File: config.mk
export PLATFORM = sky130hd
export DESIGN_NAME = laplacian_conv_pipe
export DESIGN_NICKNAME = d
export VERILOG_FILES = /design/src/rtl/laplacian_pkg.sv /design/src/rtl/laplacian_conv_pipe_sum4.sv /design/src/rtl/laplacian_conv_pipe.sv
export SDC_FILE = /design/constraint.sdc
export NUM_CORES = 1
export LEC_CHECK = 0
export ABC_AREA = 1
export ABC_CLOCK_PERIOD_IN_PS = 5600
export BUFFER_PORTS_ARGS = -buffer_cell sky130_fd_sc_hd__buf_2
export CAP_MARGIN = 0
export CORE_MARGIN = 3
export CORE_UTILIZATION = 40
export CTS_CLUSTER_DIAMETER = 30
export DETAILED_ROUTE_END_ITERATION = 6
export SYNTH_ARGS = -nofsm -noshare
export SYNTH_HDL_FRONTEND = slang
export SYNTH_SLANG_ARGS = --single-unit
File: constraint.sdc
create_clock -name clk -period 5.6 [get_ports clk]
set_clock_uncertainty 0.1 [all_clocks]
set_input_delay 1.12 -clock clk [delete_from_list [all_inputs] [get_ports clk]]
set_output_delay 1.12 -clock clk [all_outputs]
set_load 0.01 [all_outputs]
File: src/rtl/laplacian_pkg.sv
// ---------------------------------------------------------------------------
// laplacian_pkg
//   Shared definitions for the 3x3 Laplacian convolution pipeline.
//   - lap_mode_e : kernel select (4-neighbour / 8-neighbour)
//   - STAGES     : pipeline depth, accept to out_valid
//   - lap_out_w  : result port width for the active build
// Build option: LAPLACE_SAT_EN (result clamped to the unsigned pixel range).
// ---------------------------------------------------------------------------
package laplacian_pkg;

  typedef enum logic {
    LAP_MODE4 = 1'b0,
    LAP_MODE8 = 1'b1
  } lap_mode_e;

  localparam int STAGES = 4;

  // Clamped builds return a pixel-sized result; exact builds need +/-8*max.
  function automatic int lap_out_w(input int data_w);
`ifdef LAPLACE_SAT_EN
    return data_w;
`else
    return data_w + 5;
`endif
  endfunction

endpackage

File: src/rtl/laplacian_conv_pipe_sum4.sv
// ---------------------------------------------------------------------------
// laplacian_sum4
//   Registered 4-input unsigned adder used for the neighbour partial sums.
// Ports
//   clk, rst_n          clock, async active-low reset
//   en_i                load enable (pipeline advance)
//   a_i, b_i, c_i, d_i  unsigned operands, DATA_W bits
//   sum_o               registered sum, DATA_W+2 bits (never overflows)
// ---------------------------------------------------------------------------
module laplacian_sum4 #(
  parameter int DATA_W = 4
) (
  input  logic              clk,
  input  logic              rst_n,
  input  logic              en_i,
  input  logic [DATA_W-1:0] a_i,
  input  logic [DATA_W-1:0] b_i,
  input  logic [DATA_W-1:0] c_i,
  input  logic [DATA_W-1:0] d_i,
  output logic [DATA_W+1:0] sum_o
);

  logic [DATA_W+1:0] sum_d;
  logic [DATA_W+1:0] sum_q;

  assign sum_d = {2'b00, a_i} + {2'b00, b_i} + {2'b00, c_i} + {2'b00, d_i};

  always_ff @(posedge clk or negedge rst_n) begin
    if (!rst_n) begin
      sum_q <= '0;
    end else if (en_i) begin
      sum_q <= sum_d;
    end
  end

  assign sum_o = sum_q;

endmodule

File: src/rtl/laplacian_conv_pipe.sv
// ---------------------------------------------------------------------------
// laplacian_conv_pipe
//   Four-stage 3x3 Laplacian convolution engine, one window per beat.
//     S1: capture neighbours, mode and the scaled centre (x4 or x8)
//     S2: two registered partial neighbour sums (corners zeroed in 4-neighbour mode)
//     S3: neighbour total and subtraction from the scaled centre
//     S4: output register (optionally clamped)
//   A single global advance (adv = !out_valid | out_ready) stalls every stage,
//   so the output holds and nothing is dropped or duplicated under backpressure.
// Ports
//   clk, rst_n            clock, async active-low reset
//   in_valid / in_ready   window handshake; in_ready == adv
//   in_mode               0 = 4-neighbour, 1 = 8-neighbour, travels with the window
//   in_win                9 pixels row-major, p[4] is the centre
//   out_valid / out_ready result handshake
//   out_data              signed exact result, or clamped unsigned pixel
// Build option: LAPLACE_SAT_EN clamps the result to [0, 2^DATA_W-1].
// ---------------------------------------------------------------------------
module laplacian_conv_pipe
  import laplacian_pkg::*;
#(
  parameter int DATA_W = 4
) (
  input  logic                               clk,
  input  logic                               rst_n,
  input  logic                               in_valid,
  output logic                               in_ready,
  input  logic                               in_mode,
  input  logic [9*DATA_W-1:0]                in_win,
  output logic                               out_valid,
  input  logic                               out_ready,
  output logic [lap_out_w(DATA_W)-1:0]       out_data
);

  localparam int OUT_W = DATA_W + 5;
  localparam int RES_W = lap_out_w(DATA_W);
  localparam int SUM_W = DATA_W + 2;
  localparam int CEN_W = DATA_W + 3;

  logic              adv;
  logic [STAGES-1:0] vld_q;

  // --- S1 ------------------------------------------------------------------
  logic [DATA_W-1:0] p_in [9];
  logic [DATA_W-1:0] nb_d [8];
  logic [CEN_W-1:0]  cen1_d;
  lap_mode_e         mode1_d;

  logic [DATA_W-1:0] nb1_q [8];
  logic [CEN_W-1:0]  cen1_q;
  lap_mode_e         mode1_q;

  // --- S2 ------------------------------------------------------------------
  logic [DATA_W-1:0] ga_a, ga_b, ga_c, ga_d;
  logic [DATA_W-1:0] gb_a, gb_b, gb_c, gb_d;
  logic [SUM_W-1:0]  suma2_q, sumb2_q;
  logic [CEN_W-1:0]  cen2_q;

  // --- S3 / S4 ---------------------------------------------------------------
  logic [CEN_W-1:0]  tot3;
  logic [OUT_W-1:0]  diff3_d;
  logic [OUT_W-1:0]  diff3_q;
  logic [RES_W-1:0]  res_d;
  logic [RES_W-1:0]  res_q;

  assign adv       = !vld_q[STAGES-1] | out_ready;
  assign in_ready  = adv;
  assign out_valid = vld_q[STAGES-1];
  assign out_data  = res_q;

  always_comb begin
    for (int k = 0; k < 9; k++) begin
      p_in[k] = in_win[k*DATA_W +: DATA_W];
    end
  end

  // Centre is not kept as a pixel; only its scaled value travels on.
  always_comb begin
    nb_d[0] = p_in[0];
    nb_d[1] = p_in[1];
    nb_d[2] = p_in[2];
    nb_d[3] = p_in[3];
    nb_d[4] = p_in[5];
    nb_d[5] = p_in[6];
    nb_d[6] = p_in[7];
    nb_d[7] = p_in[8];
    mode1_d = lap_mode_e'(in_mode);
    if (mode1_d == LAP_MODE8) begin
      cen1_d = {p_in[4], 3'b000};
    end else begin
      cen1_d = {1'b0, p_in[4], 2'b00};
    end
  end

  always_ff @(posedge clk or negedge rst_n) begin
    if (!rst_n) begin
      vld_q   <= '0;
      cen1_q  <= '0;
      mode1_q <= LAP_MODE4;
      for (int k = 0; k < 8; k++) begin
        nb1_q[k] <= '0;
      end
    end else if (adv) begin
      vld_q   <= {vld_q[STAGES-2:0], in_valid};
      cen1_q  <= cen1_d;
      mode1_q <= mode1_d;
      for (int k = 0; k < 8; k++) begin
        nb1_q[k] <= nb_d[k];
      end
    end
  end

  // Corners (p0, p2, p6, p8) contribute only to the 8-neighbour kernel.
  always_comb begin
    ga_a = (mode1_q == LAP_MODE8) ? nb1_q[0] : '0;
    ga_b = nb1_q[1];
    ga_c = (mode1_q == LAP_MODE8) ? nb1_q[2] : '0;
    ga_d = nb1_q[3];
    gb_a = nb1_q[4];
    gb_b = (mode1_q == LAP_MODE8) ? nb1_q[5] : '0;
    gb_c = nb1_q[6];
    gb_d = (mode1_q == LAP_MODE8) ? nb1_q[7] : '0;
  end

  laplacian_sum4 #(.DATA_W(DATA_W)) u_sum_top (
    .clk   (clk),
    .rst_n (rst_n),
    .en_i  (adv),
    .a_i   (ga_a),
    .b_i   (ga_b),
    .c_i   (ga_c),
    .d_i   (ga_d),
    .sum_o (suma2_q)
  );

  laplacian_sum4 #(.DATA_W(DATA_W)) u_sum_bot (
    .clk   (clk),
    .rst_n (rst_n),
    .en_i  (adv),
    .a_i   (gb_a),
    .b_i   (gb_b),
    .c_i   (gb_c),
    .d_i   (gb_d),
    .sum_o (sumb2_q)
  );

  always_ff @(posedge clk or negedge rst_n) begin
    if (!rst_n) begin
      cen2_q <= '0;
    end else if (adv) begin
      cen2_q <= cen1_q;
    end
  end

  // Both operands are non-negative and zero-extended; the OUT_W-bit
  // difference is therefore the exact two's-complement result.
  assign tot3    = {1'b0, suma2_q} + {1'b0, sumb2_q};
  assign diff3_d = {2'b00, cen2_q} - {2'b00, tot3};

  always_ff @(posedge clk or negedge rst_n) begin
    if (!rst_n) begin
      diff3_q <= '0;
    end else if (adv) begin
      diff3_q <= diff3_d;
    end
  end

`ifdef LAPLACE_SAT_EN
  always_comb begin
    if (diff3_q[OUT_W-1]) begin
      res_d = '0;
    end else if (|diff3_q[OUT_W-2:DATA_W]) begin
      res_d = '1;
    end else begin
      res_d = diff3_q[DATA_W-1:0];
    end
  end
`else
  assign res_d = diff3_q;
`endif

  always_ff @(posedge clk or negedge rst_n) begin
    if (!rst_n) begin
      res_q <= '0;
    end else if (adv) begin
      res_q <= res_d;
    end
  end

endmodule

==> reports/summary.txt, run 1 <==
Die Area: 11,300 sq um
Worst-Skew Late Latency: 350 ps
crit path time final: 3210 ps
HPWL after DPL: 5.00 mm
Initial DRC Count: 74
Mean Syn Cell Area: 8.50 sq um
slew margin rel.: 37.3%
largest net degree at the start of global routing: 78
first-pass GRT wire length: 13.2 mm
dpl ws: 2400 ps
row count: 35
I/O pin count: 52
Initial Util: 42.2%
Slowest cell on crit path: dfrtp_1
vias in the first global route: 3,025
commonest cells after routing, fill and taps aside: nand2_1, dfrtp_1, inv_1
P per Cell Area: 615 nW/um^2
peak supply drop: 0.000241 V
layout cells sized above 1: 14.1%
Placed Instances: 636
leading cell type in the layout, fill and taps excluded: nand2_1
CP Max Fanout: 17
TritonCTS Sinks: 75
H-tree depth: 3
CTS Buffer Depth: 2
global route total overflow: 0
Vias: 2,925
Max stage delay on crit path: 690 ps
Flop pwr share: 31.4%
hold buffer count at CTS: 0
max cap viols: 0
die width: 106 um
CTS tree: done
final net count: 600
Yosys warning total: 0
Root Buffer: clkbuf_8
total CTS buffers: 9
residual DRC count: 0
Pre-Repair DR Iteration Count: 4
Netlist cell types: 24
Crit Path Class: flop to flop
diode count: 0
DRT antenna net count: 0
Slew Limit Fails: 0
crit share post-route: 57.2%
Lkg Pwr: 2.56 nW
P_int: 0.00161 W
setup bufs post-CTS: 0
initial antenna violation count: 0
Clock power frac: 15.2%
Post-Synthesis Cell Area: 4010 sq um
fin area: 4550 sq um
vias per std cell: 4.49
outcome: finished clean
Synth Register Bits: 75
final setup fails: 0
Resized Gates After CTS: 0
cells after synthesis: 472
Sw Ratio: 42.6%
core box area: 9500 sq um
Worst setup EP type: flop
CP Cell Sequence: nand2_1 -> inv_1 -> ha_1 -> a21oi_1 -> nand2_1 -> xor2_1 -> fa_1 -> inv_1 -> ha_1 -> a21oi_1 -> nand2_1 -> or2_2 -> nand3_1 -> nand2_1
fin cells: 652
Area growth syn-to-layout: 13.5%
Clk pin slew, worst setup/hold paths: 80 ps
GRT Overall Usage: 14.4%
setup TNS: 0 ps
Max Freq: 312 MHz
WP data arrival: 3330 ps
combinational group share of total power: 53.3%
HP Class: flop to flop
register area share after synthesis: 46.8%
WL per Instance: 11.2 um
Post-Syn Nets: 554
worst endpoint required time: 5730 ps
worst hold margin: 369 ps
most frequent CP cell: nand2_1
Final Hold Viols: 0
Final Wtd Congestion: 0.804
chip height: 106 um
startpoint class of the critical path: flop
Worst Tran Pin Value: 940 ps
DRT Wirelength: 7.32 mm
sw power: 0.00119 W
setup ws final: 2390 ps
placed cell area: 4350 sq um
RSZ-0062 raised after global routing: false
Port Buffers: 51
[critical path: cells and delay by family, from the launching register on]
family,cells,cell delay (ps)
AND/OR/NAND/NOR,6,640
flip-flops,1,690
AO/OA/AOI/OAI,2,280
buffers and inverters,2,120
XOR/XNOR,1,160
adder cells (fa/ha/maj),3,1090
[per-stage QoR]
stage | util [%] | power, W
3_5_place_dp | 45.8 | 0.00241
6_report | 47.9 | 0.00280
4_1_cts | 47.9 | 0.00285
3_3_place_gp | 45.8 | 0.00236
2_1_floorplan | - | 0.00207
5_1_grt | 47.9 | 0.00317
[cells by family after synthesis]
kind of cell / Yosys count / synth area share [%]
AO/OA/AOI/OAI: 43 / 5.65
adder cells (fa/ha/maj): 41 / 16.0
flip-flops: 75 / 46.8
AND/OR/NAND/NOR: 229 / 22.5
buffers and inverters: 80 / 8.23
XOR/XNOR: 4 / 0.874
[final cells by class]
type | count | area (sq um)
Tap cell | 129 | 161
Timing Repair Buffer | 53 | 273
Fill cell | 962 | 4950
Multi-Input combinational cell | 317 | 1800
Clock buffer | 12 | 155
Sequential cell | 75 | 1880
Clock inverter | 4 | 48.8
Inverter | 62 | 233
[final timing paths]
| path | start | endpoint | slack (ps) | depth (start not counted) |
|---|---|---|---|---|
| max | mode1_q$_DFFE_PN0P_ | u_sum_top.sum_o[4]$_DFFE_PN0P_ | 2390 | 14 |
| min | vld_q[2]$_DFFE_PN0P_ | vld_q[3]$_DFFE_PN0P_ | 370 | 1 |
| max reg2reg | mode1_q$_DFFE_PN0P_ | u_sum_top.sum_o[4]$_DFFE_PN0P_ | 2390 | 14 |
| min reg2reg | vld_q[2]$_DFFE_PN0P_ | vld_q[3]$_DFFE_PN0P_ | 370 | 1 |
| max in group asynchronous | rst_n | nb1_q[22]$_DFFE_PN0P_ | 3970 | 1 |
| min in group asynchronous | rst_n | vld_q[3]$_DFFE_PN0P_ | 780 | 1 |
[Yosys cell counts]
cell type	n	area (sq um)
buf_6	2	22.5
clkbuf_1	6	22.5
ha_1	24	300
buf_2	9	45.0
dfrtp_1	75	1880
a31oi_1	1	6.26
o21ai_1	12	60.1
nand3b_1	2	15.0
o21bai_1	2	15.0
buf_4	1	7.51
inv_2	1	3.75
nand3_1	12	60.1
fa_1	17	340
inv_1	61	229
a22oi_1	2	15.0
or2_2	4	25.0
xor2_1	2	17.5
xnor2_1	2	17.5
a21oi_1	15	75.1
nor2_4	1	11.3
o21ai_0	11	55.1
nand4_1	1	6.26
nand2_1	198	743
nor2_1	11	41.3
[state kept, by name, indices dropped and copies added, names as in the netlist]
register	flops
cen1_q	5
cen2_q	5
diff3_q	8
ga_b	4
ga_d	4
gb_a	4
gb_c	4
mode1_q	1
nb1_q	16
out_data	8
u_sum_bot.sum_o	6
u_sum_top.sum_o	6
vld_q	4
[routing by layer]
layer	global-route usage [%]	wire length, um	up-vias
met2	23.7	3400	44
met3	2.43	241	11
met5	0	0	-
met4	6.57	136	0
met1	18.5	3540	1340
li1	-	-	1530
[power groups by stage]
stage,clock network [W],registers (W),logic [W]
after floorplan,0,0.000874,0.00119
after global placement,0,0.000885,0.00148
after detailed placement,0,0.000891,0.00151
after CTS,0.000442,0.000882,0.00153
after global routing,0.000468,0.000910,0.00180
final,0.000427,0.000879,0.00149
No activity file was read; power rests on OpenSTA's default activity.
==> inputs of run 2 (changes only) <==
Settings changed: ABC_AREA 1 to 0, ABC_CLOCK_PERIOD_IN_PS 5600 to 2900.
Clock period 5.6 ns to 2.9 ns, I/O delays scaled along.
==> run 2 against run 1 <==
  * The run now ends with setup timing left
  * Critical path depth is 1 lower
  * Sequential share of layout area is 1.8 points lower
  * Worst setup slack worse by 2400 ps
  * Sequential power is 91% higher
  * Die area is 1.0% lower
==> reports/summary.txt, run 2 <==
register area: 1880 sq um
residual DRC count: 0
Final Hold Viols: 0
Final Wtd Congestion: 0.782
most common cell in the synthesized netlist: nand2_1
die width: 106 um
Post-Synthesis Cell Area: 3970 sq um
CP Max Fanout: 4
GRT Overall Usage: 14.2%
H-tree depth: 3
crit path time final: 2940 ps
global route total overflow: 0
Post-synth EDFFs: 0
DRT Wirelength: 7.26 mm
core box area: 9460 sq um
CTS Buffer Depth: 2
row count: 35
Netlist cell types: 31
setup ws final: -42.1 ps
Pre-Repair DR Iteration Count: 4
Vias: 2,833
area of the multi-input gates: 1960 sq um
HPWL after DPL: 5.04 mm
cells after synthesis: 429
Slowest cell on crit path: fa_2
Initial Util: 41.9%
initial antenna violation count: 0
Initial DRC Count: 97
final net count: 565
vias in the first global route: 2,948
Mean Syn Cell Area: 9.25 sq um
Max stage delay on crit path: 520 ps
total CTS buffers: 9
Clk pin slew, worst setup/hold paths: 80 ps
first-pass GRT wire length: 12.9 mm
synth cell count leaders: nand2_1, dfrtp_1, inv_1
Worst Tran Pin Value: 919 ps
hold buffer count at CTS: 0
Slew Limit Fails: 0
peak supply drop: 0.000556 V
Area growth syn-to-layout: 20.1%
largest net degree at the start of global routing: 76
startpoint class of the critical path: flop
Synth Register Bits: 75
CP Cell Sequence: buf_6 -> and2_4 -> ha_4 -> fa_2 -> inv_2 -> fa_1 -> inv_1 -> ha_2 -> inv_2 -> fa_2 -> xnor2_1 -> nor2_1 -> a21oi_1
CTS tree: done
fin area: 4760 sq um
failing checks: setup timing
max cap viols: 0
Yosys warning total: 0
Lkg Pwr: 2.54 nW
commonest cells after routing, fill and taps aside: nand2_1, dfrtp_1, buf_2
Synth Flop Type: dfrtp_1
Synth area leader: dfrtp_1
WP data arrival: 3040 ps
final setup fails: 3
register area share after synthesis: 47.3%
outcome: complete, but fails checks
crit share post-route: 101%
Fillers: 932
Worst setup EP type: flop
synth top area cells: dfrtp_1, nand2_1, fa_1, ha_1, inv_1
P per Cell Area: 1280 nW/um^2
Crit Path Class: flop to flop
RSZ-0062 raised after global routing: true
layout cells sized above 1: 22.3%
Total Power: 0.00611 W
Layout Utilization: 50.4%
vias per std cell: 4.59
placed cell area: 4380 sq um
TritonCTS Sinks: 75
Die Area: 11,200 sq um
leading cell type in the layout, fill and taps excluded: nand2_1
max reg flops: 16
dpl ws: -101 ps
worst endpoint required time: 3000 ps
chip height: 106 um
Worst-Skew Late Latency: 340 ps
WL per Instance: 11.8 um
HP Class: input pin to asynchronous set/reset pin
diode count: 0
Yosys top cell area share: 47.3%
I/O pin count: 52
Post-Syn Nets: 511
Port Buffers: 51
slew margin rel.: 38.7%
Root Buffer: clkbuf_8
asr flop ratio synth: 100%
DRT antenna net count: 0
Reg with most FFs: nb1_q
Max Freq: 340 MHz
run 2: cell types whose count changed after synthesis, sizes merged, moves of 10 or more:
cell   previous run  this run
a21o              0        10
and2              0        10
nand3            12         1
inv              62        38
nand2           198       166
run 2: final timing paths:
check,depth (start not counted),end,start,slack [ps]
max,13,u_sum_top.sum_o[3]$_DFFE_PN0P_,mode1_q$_DFFE_PN0P_,-40
max in group asynchronous,1,gb_a[0]$_DFFE_PN0P_,rst_n,1840
min in group clk,3,vld_q[0]$_DFFE_PN0P_,in_valid,330
max reg2reg,13,u_sum_top.sum_o[3]$_DFFE_PN0P_,mode1_q$_DFFE_PN0P_,-40
min,1,diff3_q[7]$_DFFE_PN0P_,rst_n,270
min reg2reg,2,out_data[6]$_DFFE_PN0P_,out_data[6]$_DFFE_PN0P_,360
run 2: where the power goes:
group,switching (W),internal (W),total (W)
clock,0.000377,0.000707,0.00108
sequential,0.000201,0.00148,0.00168
combinational,0.00176,0.00159,0.00335
run 2: timing repair:
item,in CTS,in global routing
cloned,0,0
pin swaps,15,12
endpoints found under the setup margin,7,8
buffers inserted,2,1
gates resized for setup,17,8
run 2: critical path: cells and delay by family, from the launching register on:
family / cells / cell delay, ps
simple gates: 2 / 220
compound gates: 1 / 50
fa+ha+maj: 5 / 1620
xor+xnor: 1 / 130
buf+inv: 4 / 280
flops: 1 / 400
run 2: cell type report:
type | count | share of cell area (%)
multi-input combinational | 297 | 41.2
sequential | 75 | 39.4
timing repair buffer | 62 | 7.22
tap | 129 | 3.39
clock buffer | 12 | 3.26
inverter | 38 | 2.99
clock inverter | 4 | 2.52
run 2: layer usage:
layer	part of all wire [%]	global-route usage, %
met5	0	0
met4	1.9	5.09
met3	3.9	3.67
met2	46	23.5
met1	48	17.9
run 2: metrics by stage:
stage               TNS [ps]  cells  hold WS [ps]
finish                 -92.9    617           273
detailed placement      -491    598           352
CTS                     -340    616           306
global route           -1160    617           311
floorplan              -58.6    429           184
global placement        -206    598           343
run 2: cells by family (layout without fill, tap and decap cells):
kind of cell,after synthesis,count (layout),synth area share (%)
and+or+nand+nor,192,192,19.5
DFF,75,75,47.3
buffers and inverters,57,116,6.28
AOI/OAI and AO/OA,51,51,7.82
adders and majority gates,41,41,16.1
xor gates and xnor gates,10,10,2.21
muxes,3,3,0.757
==> inputs of run 3 (changes only) <==
Settings changed: CORE_UTILIZATION 40 to 50, PLACE_DENSITY from default to 0.73.
==> run 3 against run 2 <==
  * The flow still finishes with violations (setup timing)
  * Combinational power grew 1%
  * Hold slack got worse by 39 ps
  * Count of clock-buffer cells in the layout is 2 lower
  * Highest routed layer unchanged
==> reports/summary.txt, run 3 (synthesis gave the netlist of run 2 again) <==
outcome: complete, but fails checks
failing checks: setup timing
TritonCTS Sinks: 75
Initial Util: 53.0%
final net count: 568
GRT Overall Usage: 17.6%
Vias: 2,833
Max stage delay on crit path: 530 ps
Fillers: 625
Total Power: 0.00596 W
commonest cells after routing, fill and taps aside: nand2_1, dfrtp_1, buf_2
area of the multi-input gates: 1990 sq um
H-tree depth: 3
slew margin rel.: 39.1%
worst endpoint required time: 3010 ps
Final Hold Viols: 0
fin area: 4710 sq um
Worst Tran Pin Value: 913 ps
Area growth syn-to-layout: 18.8%
Crit Path Class: flop to flop
Worst-Skew Late Latency: 360 ps
Critical Path Source: mode1_q$_DFFE_PN0P_
register area: 1880 sq um
Top Family by Delay on Critical Path: adder cells
Root Buffer: clkbuf_8
Clk pin slew, worst setup/hold paths: 80 ps
peak supply drop: 0.000435 V
Final Wtd Congestion: 0.791
Die Area: 9040 sq um
leading cell type in the layout, fill and taps excluded: nand2_1
die width: 95.1 um
diode count: 0
Initial DRC Count: 135
Pre-Repair DR Iteration Count: 4
crit path time final: 3000 ps
HP Class: input pin to asynchronous set/reset pin
WP buf/inv: 4
CP Max Fanout: 4
P per Cell Area: 1270 nW/um^2
CP Cell Sequence: buf_6 -> and2_4 -> ha_4 -> fa_2 -> inv_2 -> fa_1 -> inv_1 -> ha_2 -> inv_2 -> fa_2 -> xnor2_2 -> nor2_1 -> a21oi_1
CTS Buffer Depth: 2
RR Endpoint: u_sum_top.sum_o[3]$_DFFE_PN0P_
total CTS buffers: 9
source of the worst register-to-register timing path: mode1_q$_DFFE_PN0P_
DRT antenna net count: 0
R2R depth: 13
Max Freq: 333 MHz
Worst setup EP type: flop
core box area: 7490 sq um
setup ws final: -102 ps
R2R Setup Slk: -100 ps
startpoint class of the critical path: flop
layout cells sized above 1: 22.6%
crit share post-route: 104%
worst hold margin: 234 ps
final setup fails: 6
placed cell area: 4350 sq um
largest net degree at the start of global routing: 76
I/O pin count: 52
RSZ-0062 raised after global routing: true
hold buffer count at CTS: 0
residual DRC count: 0
Lkg Pwr: 2.54 nW
Slowest cell on crit path: fa_2
chip height: 95.1 um
Slew Limit Fails: 0
max cap viols: 0
Reg with most FFs: nb1_q
global route total overflow: 0
vias per std cell: 4.80
vias in the first global route: 2,852
CTS tree: done
max reg flops: 16
initial antenna violation count: 0
HPWL after DPL: 4.81 mm
first-pass GRT wire length: 12.5 mm
WP data arrival: 3120 ps
WL per Instance: 12.0 um
row count: 31
DRT Wirelength: 7.10 mm
Port Buffers: 51
[run 3: cell types whose count changed in the layout (fill, tap and decap cells not counted), moves of 2 or more]
cell       delta
buf_4         +3
inv_1         +3
inv_2         -3
clkbuf_8      -2
clkinv_4      +2
bufinv_16     -2
[run 3: layout make-up]
type | instances | area share (%)
clock buffer | 10 | 2.71
clock inverter | 6 | 1.91
inverter | 38 | 3.03
multi-input combinational | 297 | 42.1
sequential | 75 | 39.8
tap | 99 | 2.63
timing repair buffer | 65 | 7.78
[run 3: per-layer routing]
layer	vias to the layer above	track usage, %	wire length, um
met5	-	0	0
met4	0	8.53	132
met3	9	3.31	228
met2	48	27.4	3440
met1	1331	23.8	3300
li1	1445	-	-
[run 3: metrics by stage]
step / setup WS [ps] / instances / utilization [%] / TNS (ps)
6_report: -102 / 590 / 63.0 / -329
5_1_grt: -250 / 590 / 63.0 / -1260
4_1_cts: -104 / 586 / 61.6 / -347
3_5_place_dp: -161 / 569 / 58.1 / -614
3_3_place_gp: -46.5 / 569 / 58.1 / -162
2_1_floorplan: -41.2 / 429 / - / -58.6
[run 3: worst max-delay path by stage]
stage	slack [ps]	end	cells past startpoint
after floorplan	-40	u_sum_top.sum_o[4]$_DFFE_PN0P_	12
after detailed placement	-160	u_sum_top.sum_o[5]$_DFFE_PN0P_	13
final	-100	u_sum_top.sum_o[3]$_DFFE_PN0P_	13
after CTS	-100	u_sum_top.sum_o[3]$_DFFE_PN0P_	13
after global placement	-50	u_sum_top.sum_o[3]$_DFFE_PN0P_	13
after global routing	-250	u_sum_top.sum_o[3]$_DFFE_PN0P_	13
[run 3: worst reg2reg max path: cells and delay by family, from the launching register on]
kind	cells	cell delay (ps)
AOI/OAI and AO/OA	1	50
buffers and inverters	4	280
xor gates and xnor gates	1	140
and+or+nand+nor	2	210
DFF	1	400
adders and majority gates	5	1680
[run 3: report_power, final]
part	leakage, nW	internal, W	switching (W)
Clock	0.106	0.000486	0.000397
Sequential	0.900	0.00148	0.000203
Combinational	1.53	0.00165	0.00175
[run 3: what timing repair did]
action	CTS	global route
endpoints found under the hold margin	0	0
gates resized for setup	14	11
gates cloned	0	0
pin swaps	9	13
setup endpoints to repair	6	8
setup buffers	1	4
